$ cat config.mk
export PLATFORM = sky130hd
export DESIGN_NAME = gray_count_rx
export DESIGN_NICKNAME = d
export VERILOG_FILES = /design/src/rtl/gray_count_rx.sv
export SDC_FILE = /design/constraint.sdc
export NUM_CORES = 1
export LEC_CHECK = 0
export ABC_AREA = 1
export CORE_ASPECT_RATIO = 1.25
export CORE_MARGIN = 1
export CORE_UTILIZATION = 50
export CTS_CLUSTER_DIAMETER = 80
export DETAILED_ROUTE_END_ITERATION = 7
export PLACE_DENSITY = 0.83
export SLEW_MARGIN = 20
export SYNTH_ARGS = -nofsm -noshare
export SYNTH_HDL_FRONTEND = slang
export SYNTH_SLANG_ARGS = --single-unit
$ cat constraint.sdc
create_clock -name clk -period 4.05 [get_ports clk]
set_clock_uncertainty 0.05 [all_clocks]
set_input_delay 0.6075 -clock clk [delete_from_list [all_inputs] [get_ports clk]]
set_output_delay 0.6075 -clock clk [all_outputs]
set_load 0.005 [all_outputs]
$ cat src/rtl/gray_count_rx.sv
// gray_count_rx
//   Local-domain monitor for a remote free-running counter published Gray-coded.
//   The Gray count is synchronized into clk, decoded to binary, and turned into
//   a wrapping running total, a saturating per-window increment rate, and a
//   sticky flag for illegal multi-bit Gray transitions.
//
// Ports
//   clk        : local clock
//   rst        : synchronous active-high reset, clears every register
//   gray_in    : Gray-coded remote count, asynchronous to clk
//   clr_err    : clears err (an illegal jump detected in the same cycle wins)
//   count_bin  : last synchronized count in binary
//   total      : increments accumulated since reset, wraps mod 2^TOTAL_W
//   rate       : increments in the last completed window, saturating
//   rate_valid : one-cycle pulse when rate updates
//   err        : sticky illegal-transition flag
module gray_count_rx #(
  parameter int WIDTH       = 8,
  parameter int SYNC_STAGES = 2,
  parameter int WINDOW      = 256,
  parameter int RATE_W      = 16,
  parameter int TOTAL_W     = 32
) (
  input  logic               clk,
  input  logic               rst,
  input  logic [WIDTH-1:0]   gray_in,
  input  logic               clr_err,
  output logic [WIDTH-1:0]   count_bin,
  output logic [TOTAL_W-1:0] total,
  output logic [RATE_W-1:0]  rate,
  output logic               rate_valid,
  output logic               err
);

  localparam int WIN_W  = $clog2(WINDOW);
  localparam int WARM_W = $clog2(SYNC_STAGES + 2);
  localparam int SUM_W  = ((RATE_W > WIDTH) ? RATE_W : WIDTH) + 1;

  localparam logic [WARM_W-1:0] WARM_LAST = WARM_W'(SYNC_STAGES + 1);
  localparam logic [WIN_W-1:0]  WIN_LAST  = WIN_W'(WINDOW - 1);

  function automatic logic [WIDTH-1:0] gray2bin(input logic [WIDTH-1:0] g);
    logic [WIDTH-1:0] b;
    b[WIDTH-1] = g[WIDTH-1];
    for (int i = WIDTH - 2; i >= 0; i--) begin
      b[i] = b[i+1] ^ g[i];
    end
    return b;
  endfunction

  function automatic logic [RATE_W-1:0] sat_add(input logic [RATE_W-1:0] a,
                                                input logic [WIDTH-1:0]  d);
    logic [SUM_W-1:0] sum;
    sum = SUM_W'(a) + SUM_W'(d);
    if (sum > SUM_W'({RATE_W{1'b1}})) begin
      return {RATE_W{1'b1}};
    end
    return sum[RATE_W-1:0];
  endfunction

  // More than one bit set: x & (x-1) removes the lowest set bit.
  function automatic logic multi_bit(input logic [WIDTH-1:0] x);
    return |(x & (x - WIDTH'(1)));
  endfunction

  logic [WIDTH-1:0]   s_q [SYNC_STAGES];
  logic [WIDTH-1:0]   s_d [SYNC_STAGES];
  logic [WIDTH-1:0]   prev_gray_q, prev_gray_d;
  logic [WIDTH-1:0]   prev_bin_q, prev_bin_d;
  logic [WARM_W-1:0]  warm_cnt_q, warm_cnt_d;
  logic [TOTAL_W-1:0] total_q, total_d;
  logic [RATE_W-1:0]  acc_q, acc_d;
  logic [WIN_W-1:0]   win_cnt_q, win_cnt_d;
  logic [RATE_W-1:0]  rate_q, rate_d;
  logic               rate_valid_q, rate_valid_d;
  logic               err_q, err_d;

  logic [WIDTH-1:0]   sg;
  logic [WIDTH-1:0]   bin;
  logic [WIDTH-1:0]   delta;
  logic               warm_done;
  logic               illegal;

  assign sg        = s_q[SYNC_STAGES-1];
  assign bin       = gray2bin(sg);
  // Modular subtraction makes a counter wrap (e.g. max -> 0) a small positive delta.
  assign delta     = bin - prev_bin_q;
  assign warm_done = (warm_cnt_q == WARM_LAST);
  assign illegal   = multi_bit(sg ^ prev_gray_q);

  always_comb begin
    s_d[0] = gray_in;
    for (int i = 1; i < SYNC_STAGES; i++) begin
      s_d[i] = s_q[i-1];
    end
    prev_gray_d  = sg;
    prev_bin_d   = bin;
    warm_cnt_d   = warm_cnt_q;
    total_d      = total_q;
    acc_d        = acc_q;
    win_cnt_d    = win_cnt_q;
    rate_d       = rate_q;
    rate_valid_d = 1'b0;
    err_d        = err_q;

    // Until the chain and history hold real samples, the first delta would be
    // the reset-to-count jump; suppress all accounting until then.
    if (!warm_done) begin
      warm_cnt_d = warm_cnt_q + WARM_W'(1);
    end else begin
      total_d = total_q + TOTAL_W'(delta);
      if (win_cnt_q == WIN_LAST) begin
        // Terminal cycle's delta closes the current window.
        rate_d       = sat_add(acc_q, delta);
        rate_valid_d = 1'b1;
        acc_d        = '0;
        win_cnt_d    = '0;
      end else begin
        acc_d     = sat_add(acc_q, delta);
        win_cnt_d = win_cnt_q + WIN_W'(1);
      end
      if (clr_err) begin
        err_d = 1'b0;
      end
      if (illegal) begin
        err_d = 1'b1;
      end
    end
  end

  always_ff @(posedge clk) begin
    if (rst) begin
      for (int i = 0; i < SYNC_STAGES; i++) begin
        s_q[i] <= '0;
      end
      prev_gray_q  <= '0;
      prev_bin_q   <= '0;
      warm_cnt_q   <= '0;
      total_q      <= '0;
      acc_q        <= '0;
      win_cnt_q    <= '0;
      rate_q       <= '0;
      rate_valid_q <= 1'b0;
      err_q        <= 1'b0;
    end else begin
      for (int i = 0; i < SYNC_STAGES; i++) begin
        s_q[i] <= s_d[i];
      end
      prev_gray_q  <= prev_gray_d;
      prev_bin_q   <= prev_bin_d;
      warm_cnt_q   <= warm_cnt_d;
      total_q      <= total_d;
      acc_q        <= acc_d;
      win_cnt_q    <= win_cnt_d;
      rate_q       <= rate_d;
      rate_valid_q <= rate_valid_d;
      err_q        <= err_d;
    end
  end

  assign count_bin  = prev_bin_q;
  assign total      = total_q;
  assign rate       = rate_q;
  assign rate_valid = rate_valid_q;
  assign err        = err_q;

endmodule

==> key figures <==
Final layout
  – Multi-input gate area: 3360 um^2
  – Layout fillers: 980
  – Most frequent cells in the layout: 164 x nand2_1, 104 x dfxtp_1, 101 x inv_1
  – Final Util: 0.637
  – Area growth syn-to-layout: 22.1%
  – Final Cell Area: 7190 um^2
  – Antenna diode count: 0
  – Layout cell share with drive strength beyond 1: 0.147
  – Nets: 919
  – Non-Filler Instances: 1,020
  – Commonest non-fill, non-tap cell in the layout: nand2_1
  – Sequential Area: 2150 um^2

Floorplanning
  – Core ar.: 11,300 um^2
  – Die Y: 123 um
  – I/O Pins: 69
  – Initial Util: 0.521
  – Rows: 43
  – Die Width: 99.1 um
  – DIE AREA: 12,200 um^2

Synth
  – Mapped Nets: 843
  – Largest area contributor in the netlist: dfxtp_1
  – Synth async-reset ratio: 0
  – Synth top area cells: dfxtp_1 36%, nand2_1 11%, inv_1 6.5%, nor2_1 5.8%, ha_1 5.3%
  – Ys Warns: 0
  – Top FF cell, synth: dfxtp_1
  – Post-synth EDFFs: 0
  – Mapped Avg Cell Area: 7.33 um^2
  – Post-synth design cell area: 5890 um^2
  – Share of the synthesized area in the top cell type: 0.364
  – Distinct cells, synth: 45
  – Cells after Synth: 804
  – Seq/Total Area, Yosys: 0.364
  – Flops & latches, synth: 107

STA
  – Final setup margin: 0.182 ns
  – Fin Hold WS: 0.352 ns
  – Period minus WS final: 3.87 ns
  – Worst Max-Slew Pin Slew: 0.733 ns
  – Slew Viols, Final: 0
  – Fin crit share: 0.955
  – Fmax: 259 MHz
  – Final hold vios: 0
  – Endpoints failing setup: 0
  – RSZ-0062 raised after global routing: true
  – Slew margin rel.: 0.511

Drt
  – Post-Route WL: 13,800 um
  – Met2 wire length: 7010 um
  – 1st-iter DRT viols: 238
  – DRT antenna net count: 0
  – Wire per inst: 13.5 um
  – WL met3: 668 um
  – 1st-pass router iterations: 5
  – Highest metal used: met4
  – Total number of vias: 5,368
  – DRC: 0
  – Wire length on met1: 5770 um
  – Via density: 5.26

CTS
  – CTS tree: yes
  – CTS sink count: 107
  – Max Buffers Root-to-Sink: 2
  – Register clock-pin slew on the reported worst setup and hold paths: 0.08 ns
  – Worst skew pair latency: 0.36 ns
  – Num CTS Buffers: 9
  – H-tree depth: 3
  – Hold buffers post-CTS: 0
  – Clock Root Buffer: clkbuf_16

GRT
  – Global-route usage over all layers: 0.231
  – Grt total ovfl: 0
  – Initial antenna violation count: 0
  – First-pass GRT wire length: 22,400 um
  – Largest net degree at the start of global routing: 66
  – Vias in the first global route: 5,100

Placement
  – Placed inst area: 6730 um^2
  – Worst slack, placed: -0.0988 ns
  – Post-DP HPWL: 9540 um
  – Routability cong.: 0.897
  – PortBufs: 68
  – Placed cells: 998

Power and ir drop
  – Power per cell area: 397 nW/um^2
  – Static Leak: 3.19 nW
  – Maximum vdd ir drop: 0.000248 V

Min path
  – Hold wc startpoint: s_q[0][0]
  – Hold WC Path Type: reg2reg
  – Hold Crit Depth: 2
  – Worst Hold Path EP: s_q[0][8]

Critical path
  – Setup crit start kind: register
  – Required @ worst endpoint: 4.21 ns
  – Crit-path max cell delay: 0.37 ns
  – CP max FO: 4
  – CP max-delay cell: dfxtp_4
  – CP arrival: 4.03 ns
  – Critical Path End Type: register
  – Most frequent CP cell: nand2_1
  – R2r startpoint: s_q[0][15]
  – Flop2flop setup slack: 0.18 ns
  – RR Endpoint: acc_q[11]
  – Register-to-Register Path Depth: 27
  – Crit path kind: reg2reg

Job
  – Max-cap violations: 0

Run status
  – Outcome: finished, final reports clean
[synthesized netlist by cell type (all sizes together) (5+ instances only)]
library cell	n
a21o	5
a21oi	53
buf	10
clkbuf	12
dfxtp	107
ha	25
inv	110
nand2	192
nand3	74
nand4	16
nor2	100
nor3	14
nor3b	5
o21ai	30
xnor2	13
xor2	17
[what timing repair did]
action                                  4_1_cts  5_1_grt
pin swaps                                     0        7
cloned                                        0        1
endpoints found under the setup margin       30       59
gates resized for setup                       4       34
buffers inserted                              0        5
[layer usage]
layer | vias to the layer above | track usage
met5 | - | 0
li1 | 2736 | -
met1 | 2447 | 0.257
met4 | 0 | 0.101
met2 | 155 | 0.427
met3 | 30 | 0.0441
[cell type report]
class | instances | share of cell area
sequential | 107 | 0.299
clock inverter | 6 | 0.00818
inverter | 110 | 0.0574
timing repair buffer | 86 | 0.113
tap | 135 | 0.0235
multi-input combinational | 566 | 0.467
clock buffer | 10 | 0.0318
[cell families after synthesis]
family,after synthesis,synth area share
flip-flops,107,0.364
adder cells (fa/ha/maj),28,0.0633
AND/OR/NAND/NOR,407,0.344
XOR/XNOR,30,0.0446
buffers and inverters,132,0.0880
AO/OA/AOI/OAI,100,0.0960
[report_power, final]
part	internal, mW	switching (mW)	total (mW)	leakage [nW]
sequential	1.10	0.0409	1.14	0.871
combinational	0.354	0.503	0.857	2.18
clock	0.431	0.429	0.860	0.142
[registers in the layout (all words and copies together) (netlist names)]
name         flops
total           32
acc_q           16
rate            16
s_q             16
prev_gray_q      8
win_cnt_q        8
count_bin        7
warm_cnt_q       2
err              1
rate_valid       1
[critical path, delay by kind of cell, from the launching register on]
kind,cells,cell delay [ns]
XOR/XNOR,1,0.20
AO/OA/AOI/OAI,5,0.70
AND/OR/NAND/NOR,17,1.49
flip-flops,1,0.37
adder cells (fa/ha/maj),3,0.84
buffers and inverters,1,0.08
[metrics by stage]
stage	power, mW	setup TNS [ns]
3_3_place_gp	1.91	0
2_1_floorplan	1.72	0
3_5_place_dp	1.93	-0.444
4_1_cts	2.79	0
5_1_grt	3.01	-1.00
6_report	2.86	0
[how the worst max path moves through the flow]
stage,depth (start not counted),endpoint,slack [ns],from
after floorplan,29,total[15],0.35,s_q[0][15]
after detailed placement,28,acc_q[11],-0.1,s_q[0][14]
after global routing,26,acc_q[11],-0.15,s_q[0][14]
after global placement,28,acc_q[11],0.06,s_q[0][15]
final,27,acc_q[11],0.18,s_q[0][15]
after CTS,27,total[22],0.02,s_q[0][14]
No activity file was read; power rests on OpenSTA's default activity.
